==> src/rtl/mmio_port_pkg.sv <==
// mmio_port_pkg: shared constants for the MMIO port responder.
//   - register word offsets (Address[3:2])
//   - STATUS bit positions
//   - RX edge counter width (used only when RX_EDGE_COUNT_EN is defined)
package mmio_port_pkg;

    localparam logic [1:0] OFF_TX_DATA  = 2'd0;
    localparam logic [1:0] OFF_RX_DATA  = 2'd1;
    localparam logic [1:0] OFF_STATUS   = 2'd2;
    localparam logic [1:0] OFF_RX_EDGES = 2'd3;

    localparam int ST_TX_EMPTY  = 0;
    localparam int ST_TX_FULL   = 1;
    localparam int ST_TX_OVF    = 2;
    localparam int ST_RX_CHG    = 3;
    localparam int ST_COUNT_LSB = 8;

    localparam int EDGE_CNT_W = 16;

endpackage

==> src/rtl/mmio_tx_fifo.sv <==
// mmio_tx_fifo: synchronous FIFO for the TX stream.
// Ports:
//   clk, reset     clock, async active-low reset
//   push, pop      enqueue / dequeue strobes; caller only pushes when not
//                  full (or popping) and only pops when not empty
//   wdata, rdata   entry in / head entry out (0 when empty)
//   full, empty    occupancy flags
//   count          entries held, 0..DEPTH
// A simultaneous push and pop advances both pointers and leaves count
// unchanged, including the full case where wptr == rptr.
module mmio_tx_fifo #(
    parameter  int DEPTH = 4,
    parameter  int WIDTH = 32,
    localparam int AW    = $clog2(DEPTH),
    localparam int CW    = $clog2(DEPTH) + 1
) (
    input  logic             clk,
    input  logic             reset,
    input  logic             push,
    input  logic             pop,
    input  logic [WIDTH-1:0] wdata,
    output logic [WIDTH-1:0] rdata,
    output logic             full,
    output logic             empty,
    output logic [CW-1:0]    count
);

    logic [WIDTH-1:0] mem [DEPTH];
    logic [AW-1:0]    wptr;
    logic [AW-1:0]    rptr;

    always_ff @(posedge clk or negedge reset) begin
        if (!reset) begin
            wptr  <= '0;
            rptr  <= '0;
            count <= '0;
        end else begin
            if (push) wptr <= wptr + 1'b1;
            if (pop)  rptr <= rptr + 1'b1;
            case ({push, pop})
                2'b10:   count <= count + 1'b1;
                2'b01:   count <= count - 1'b1;
                default: ;
            endcase
        end
    end

    // Storage needs no reset: the output is gated by empty.
    always_ff @(posedge clk) begin
        if (push) mem[wptr] <= wdata;
    end

    assign empty = (count == '0);
    assign full  = (count == CW'(DEPTH));
    assign rdata = empty ? '0 : mem[rptr];

endmodule

==> src/rtl/mmio_port_responder.sv <==
// mmio_port_responder: MMIO register window on the data-memory bus.
// Stores to TX_DATA feed a valid/ready output stream; loads see a
// synchronized, change-flagged view of PortIn.
// Ports:
//   clk, reset              clock, async active-low reset
//   MemWrite, MemRead       store / load strobes
//   Address, WriteData      byte address, store data
//   ReadData, Hit           combinational load data / window decode
//   PortIn                  async 8-bit input
//   PortOut, PortOutValid   FIFO head stream
//   PortOutReady            consumer accept
// Build option: define RX_EDGE_COUNT_EN to add the RX_EDGES counter at 0xC.
module mmio_port_responder
    import mmio_port_pkg::*;
#(
    parameter logic [31:0] BASE_ADDR  = 32'h1001_0040,
    parameter int          FIFO_DEPTH = 4,
    parameter int          DATA_WIDTH = 32
) (
    input  logic                  clk,
    input  logic                  reset,
    input  logic                  MemWrite,
    input  logic                  MemRead,
    input  logic [31:0]           Address,
    input  logic [DATA_WIDTH-1:0] WriteData,
    output logic [DATA_WIDTH-1:0] ReadData,
    output logic                  Hit,
    input  logic [7:0]            PortIn,
    output logic [DATA_WIDTH-1:0] PortOut,
    output logic                  PortOutValid,
    input  logic                  PortOutReady
);

    localparam int CW = $clog2(FIFO_DEPTH) + 1;

    logic [1:0] offset;
    logic       addr_unused;
    logic       wr, tx_wr, st_wr;
    logic       push, pop, full, empty;
    logic       ovf_set, chg_set;
    logic [CW-1:0]         count;
    logic [DATA_WIDTH-1:0] last_val;
    logic [DATA_WIDTH-1:0] status;
    logic [7:0] rx_meta, rx_sync, rx_prev;
    logic       tx_ovf, rx_chg;

    assign Hit         = (Address[31:4] == BASE_ADDR[31:4]);
    assign offset      = Address[3:2];
    assign addr_unused = ^Address[1:0];

    assign wr    = MemWrite && Hit;
    assign tx_wr = wr && (offset == OFF_TX_DATA);
    assign st_wr = wr && (offset == OFF_STATUS);

    // A full FIFO still accepts a store when the head leaves this cycle.
    assign pop     = !empty && PortOutReady;
    assign push    = tx_wr && (!full || pop);
    assign ovf_set = tx_wr && full && !pop;
    assign chg_set = (rx_sync != rx_prev);

    mmio_tx_fifo #(.DEPTH(FIFO_DEPTH), .WIDTH(DATA_WIDTH)) u_fifo (
        .clk   (clk),
        .reset (reset),
        .push  (push),
        .pop   (pop),
        .wdata (WriteData),
        .rdata (PortOut),
        .full  (full),
        .empty (empty),
        .count (count)
    );

    assign PortOutValid = !empty;

    // Sticky flags: a set in the same cycle as a W1C wins.
    always_ff @(posedge clk or negedge reset) begin
        if (!reset) begin
            last_val <= '0;
            rx_meta  <= '0;
            rx_sync  <= '0;
            rx_prev  <= '0;
            tx_ovf   <= 1'b0;
            rx_chg   <= 1'b0;
        end else begin
            if (push) last_val <= WriteData;
            rx_meta <= PortIn;
            rx_sync <= rx_meta;
            rx_prev <= rx_sync;
            if (ovf_set)                            tx_ovf <= 1'b1;
            else if (st_wr && WriteData[ST_TX_OVF]) tx_ovf <= 1'b0;
            if (chg_set)                            rx_chg <= 1'b1;
            else if (st_wr && WriteData[ST_RX_CHG]) rx_chg <= 1'b0;
        end
    end

`ifdef RX_EDGE_COUNT_EN
    logic [EDGE_CNT_W-1:0] rx_edges;
    logic                  edge_clr;

    assign edge_clr = wr && (offset == OFF_RX_EDGES);

    // Clear beats a coincident increment; counter wraps naturally.
    always_ff @(posedge clk or negedge reset) begin
        if (!reset)                           rx_edges <= '0;
        else if (edge_clr)                    rx_edges <= '0;
        else if (rx_sync[0] && !rx_prev[0])   rx_edges <= rx_edges + 1'b1;
    end
`endif

    always_comb begin
        status                        = '0;
        status[ST_TX_EMPTY]           = empty;
        status[ST_TX_FULL]            = full;
        status[ST_TX_OVF]             = tx_ovf;
        status[ST_RX_CHG]             = rx_chg;
        status[ST_COUNT_LSB +: CW]    = count;
    end

    always_comb begin
        ReadData = '0;
        if (MemRead && Hit) begin
            case (offset)
                OFF_TX_DATA: ReadData = last_val;
                OFF_RX_DATA: ReadData = DATA_WIDTH'(rx_sync);
                OFF_STATUS:  ReadData = status;
`ifdef RX_EDGE_COUNT_EN
                OFF_RX_EDGES: ReadData = DATA_WIDTH'(rx_edges);
`endif
                default:     ReadData = '0;
            endcase
        end
    end

endmodule

==> config.mk <==
export PLATFORM = sky130hd
export DESIGN_NAME = mmio_port_responder
export DESIGN_NICKNAME = d
export VERILOG_FILES = /design/src/rtl/mmio_port_pkg.sv /design/src/rtl/mmio_tx_fifo.sv /design/src/rtl/mmio_port_responder.sv
export SDC_FILE = /design/constraint.sdc
export NUM_CORES = 1
export LEC_CHECK = 0
export CAP_MARGIN = 20
export CORE_ASPECT_RATIO = 1.75
export CORE_MARGIN = 8
export CORE_UTILIZATION = 45
export DETAILED_ROUTE_END_ITERATION = 16
export PLACE_DENSITY = 0.7
export SYNTH_ARGS = -nofsm -noshare
export SYNTH_HDL_FRONTEND = slang
export SYNTH_HIERARCHICAL = 1
export SYNTH_SLANG_ARGS = --single-unit
==> constraint.sdc <==
create_clock -name clk -period 3.6 [get_ports clk]
set_clock_uncertainty 0.15 [all_clocks]
set_input_delay 1.08 -clock clk [delete_from_list [all_inputs] [get_ports clk]]
set_output_delay 1.08 -clock clk [all_outputs]
set_load 0.01 [all_outputs]
======== Word-level counts from Yosys, hierarchy flattened ========
Memories as Yosys holds them, arrays and structs flattened.
Index checks and enable logic that the tools add are counted.
word-level totals
  memories ................................ 1
  word-level logic and storage cells ...... 50
  bits of input ports ..................... 77
  output and inout port bits .............. 66
  register bits after elaboration ......... 65
  RAM bits ................................ 128
memory list
  memory      words  width  rd ports  clocked after memory_dff  wr ports  line                RTL
  u_fifo.mem  4      32     1         0                         1         mmio_tx_fifo.sv:28  logic [WIDTH-1:0] mem [DEPTH];
cells by class
  reduce and logical (&&, ||, !) cells .... 19
  add/subtract/negate cells ............... 4
  eq/ne operators ......................... 7
  muxes and demuxes ....................... 10
operator list
  operator                                                            count
  32-bit one-hot mux with 3 select lines                              1
  32-bit 2-to-1 mux                                                   2
  28-bit by 25-bit == test with 1-bit output, second input constant   1
  1-bit logical AND                                                   10
  8-bit inequality test                                               1
  1-bit 2-to-1 mux                                                    6
  3-bit one-hot mux with 2 select lines                               1
  2-bit nonzero test                                                  3
  2-bit by 1-bit adder with 2-bit output, second input constant       2
  2-bit by 1-bit == test with 1-bit output, second input constant     2
  2-bit == test, second input constant                                2
  3-bit by 1-bit adder with 3-bit output, second input constant       1
  3-bit == test, second input constant                                1
  1-bit logical NOT                                                   3
  3-bit logical NOT                                                   1
  3-bit by 1-bit subtractor with 3-bit output, second input constant  1
  2-bit logical NOT                                                   1
  1-bit logical OR                                                    1

======== Longest topological paths before layout ========
  word-level depth ........................ 7
  depth in mapped cells ................... 13
  gate-level depth less buffers ........... 11

======== Modules after synthesis ========
The synthesis kept the hierarchy.
by module, submodules not included
  module               area each (µm²)  instances  cells an instance  seq. area each (µm²)
  mmio_tx_fifo         5240.0           1          239                4018.9
  mmio_port_responder  2671.3           1          187                1451.4

======== Least setup slack after synthesis ========
No wires, ideal clock.
  kind .................................... input to output
  start ................................... in Address[27]
  end ..................................... out ReadData[10]
  path slack .............................. -0.168 ns
  arrival time ............................ 2.538 ns
  data required time ...................... 2.370 ns
  buffers on the path ..................... 1
  cell stages on the path ................. 5
  cells stage by stage .................... nor4b_1 -> nand3_1 -> nor2_1 -> clkbuf_1 -> nor4bb_1
between the ends
  longest elaborated chain between the ends .. 3
RTL lines
  what                                        line                        RTL
  start, declared                             mmio_port_responder.sv:24   input logic [31:0] Address,
  28-bit by 25-bit == test with 1-bit output  mmio_port_responder.sv:47   assign Hit = (Address[31:4] == BASE_ADDR[31:4]);
  named net Hit                               mmio_port_responder.sv:27   output logic Hit,
  1-bit logical AND                           mmio_port_responder.sv:121  if (MemRead && Hit) begin
  32-bit 2-to-1 mux                           mmio_port_responder.sv:121
  end, declared                               mmio_port_responder.sv:26   output logic [DATA_WIDTH-1:0] ReadData,
The timed path passes the listed nets, and every way through them passes these cells.

======== Worst setup path in the final report ========
  start ................................... in Address[20]
  end ..................................... out ReadData[15]
between the ends
  longest elaborated chain between the ends .. 3
RTL lines
  what                                        line
  28-bit by 25-bit == test with 1-bit output  mmio_port_responder.sv:47
  1-bit logical AND                           mmio_port_responder.sv:121
  32-bit 2-to-1 mux                           mmio_port_responder.sv:121
Every way passes these cells.

==> metrics <==
slew margin rel. 41.95%; post-layout min period 3.713 ns; ys flop type edfxtp_1; WS Path Type in -> out; syn nets 509; max layer used met4; ANT cells 0; post-route setup TNS -2.206 ns; Area contributors post-synth edfxtp_1, dfrtp_1, mux4_2; CTS Buffer Depth 2; CTS tree yes; RSZ-0062 raised after global routing true; share of layout cells above drive strength 1 39.87%; total grt overflow 0; Area Overhead vs Synth 37.13%; pin count of the biggest net entering global routing 66; synth warn 6; critical path arrival 2.48 ns; most frequent cells in the layout edfxtp_1, clkdlybuf4s50_1, dfrtp_1, buf_6, nor2b_1; first-pass GRT wire length 28,350 um; antenna violation net count after detailed routing 0; Worst-Skew Late Latency 0.42 ns; hpwl dp around 12,000 um; crit path max-delay cell type nor4_4; commonest non-fill, non-tap cell in the layout edfxtp_1; Worst-path clk slew about 0.070 ns; drc violations 0; Top delay family on crit path simple AND/OR/NAND/NOR gates; worst-margin pin slew 0.8708 ns; I/O pins 143; TritonCTS Buffers 17; Static Leak 0.004218 uW; Routed WL 18,100 um; initial core utilization 45.53%; leading area contributor after synthesis edfxtp_1; post-synthesis compound-gate area fraction 0.6642%; Adder-Cell Fraction of Synth Area 1.044%; total track usage 17.13%; area of the multi-input gates approximately 0.0025 mm2; CTS root buf clkbuf_16; Placed Area 0.009948 mm2; critical path's largest stage delay 0.29 ns; CP startpoint kind input port; syn avg cell area 18.57 um2; #FFs+latches synth 193; VDD IR max 0.0003230 V; Avg WL per Cell 21.22 um; Final setup viols 27; Pre-antenna DRT Iters 4; crit share post-route 103.1%; core area around 0.017 mm2; Worst EP required around 2.4 ns; Power Density 581.8 mW/mm2; wl on met1 7003 um; share of synthesized registers carrying an async set or reset 33.68%; count of cell types in the netlist 36; Die Width 116.2 um; TritonCTS sink count 193; GP Congestion around 0.8; fillers 1,261; met2 wire length 9808 um; vias per cell 5.157; Mapped Area 0.007911 mm2; Pins Over Slew Limit 0; Design Power 6313 uW; Cells after Synth ~430; multiplexer share of the synthesized area 16.56%; Worst Path Max Fanout 6; Cell Chain, Critical Path buf_6 -> nor4_4 -> nand3_2 -> nor4_4 -> buf_4 -> buf_6 -> and2_1 -> buf_2; DR WL met3 1000 um; nets@finish 692; element type at the critical path end output pin; design area 0.01085 mm2; Die Area 0.02225 mm2; Die Height 191.4 um; Max Cap Viol 0; top cell type's share of synthesized area 48.58%; main combinational cell family by area after synthesis multiplexers; CP bufs+invs 4; number of synthesized flops with an enable pin 128; Simple-Gate Fraction of Synth Area 8.857%; fin util 62.44%; post-synthesis sequential area ratio ~69%; Fin. Hold Viols 0; row cnt 64; H-tree depth 4; vias in the first global route 5,014; status finished with violations; worst hold path type reg -> reg; failing checks setup timing; Post-Synth XOR/XNOR Area 1.550%; antenna violations before repair 0; vias 4,399; 1st-iter DRT viols 231; PortBufs between 100 and 150; FMAX 0.2693 GHz; Final WS setup -0.1132 ns; Storage cell area between 0.005 and 0.006 mm2
sequential cells by signal, summed over array words and instances (netlist names):
register      cells
u_fifo/mem      128
last_val         32
rx_meta           8
rx_prev           8
rx_sync           8
u_fifo/count      3
u_fifo/rptr       2
u_fifo/wptr       2
rx_chg            1
tx_ovf            1
power by group:
part	internal [uW]	switching, uW	total [uW]	leakage (uW)
registers	2420	69.0	2480	0.00198
clock network	1260	798	2060	0.000319
logic	1020	748	1770	0.00192
total	4700	1620	6310	0.00422
path summary, 6_finish.rpt:
kind / start / endpoint / slack (ns) / depth (start not counted)
max: Address[20] / ReadData[15] / -0.11 / 8
min: rx_meta[0] / rx_sync[0] / 0.20 / 0
max reg2reg: u_fifo/count[0] / u_fifo/count[2] / 0.70 / 12
min reg2reg: rx_meta[0] / rx_sync[0] / 0.20 / 0
max in group asynchronous: reset / u_fifo/rptr[0] / 2.05 / 1
min in group asynchronous: reset / last_val[16] / 0.62 / 1
per-layer routing:
layer | vias to the layer above | GRT usage [%]
li1 | 1964 | -
met5 | - | 0
met4 | 0 | 4.767
met1 | 2269 | 19.72
met3 | 21 | 4.682
met2 | 145 | 30.22
synthesized netlist by cell type, types with 2 or more instances:
cell type	n
edfxtp_1	128
dfrtp_1	65
nor2b_1	38
mux4_2	32
mux2_4	29
and2_1	25
mux2i_1	12
xor2_1	12
clkbuf_1	10
inv_1	7
nand2_1	7
nor4bb_1	7
and3_1	5
ha_1	5
nor4_1	5
o21ai_0	5
buf_6	4
buf_2	3
buf_8	3
mux2_2	3
nand3_1	3
nor2_1	2
nor4b_2	2
xnor2_1	2
through the flow:
step | setup WS (ns) | hold slack [ns] | std cells
floorplan | 0.00003331 | 0.1812 | 426
global placement | -0.9065 | 0.1816 | 814
detailed placement | -0.9645 | 0.1847 | 814
CTS | -0.1513 | 0.2004 | 853
global route | -0.1939 | 0.2167 | 853
finish | -0.1132 | 0.1986 | 853
cells by family (layout without fill, tap and decap cells):
logic type | count (synthesis) | after routing
compound gates | 8 | 8
xor+xnor | 14 | 14
fa+ha+maj | 6 | 6
buf+inv | 28 | 224
flops | 193 | 193
mux | 76 | 76
simple gates | 101 | 101
layout make-up:
class,count,area share (%)
Multi-Input combinational cell,205,23.46
Inverter,7,0.2422
Timing Repair Buffer,185,17.22
Tap cell,231,2.664
Clock inverter,12,1.857
Clock buffer,20,4.117
Sequential cell,193,50.44
timing repair:
action / in CTS / in global routing
buffers inserted: 6 / 2
gates cloned: 1 / 0
resized for setup: 309 / 28
endpoints found under the setup margin: 44 / 33
hold buffers: 0 / 0
pin swaps: 38 / 5
(Power assumes the default switching activity.)
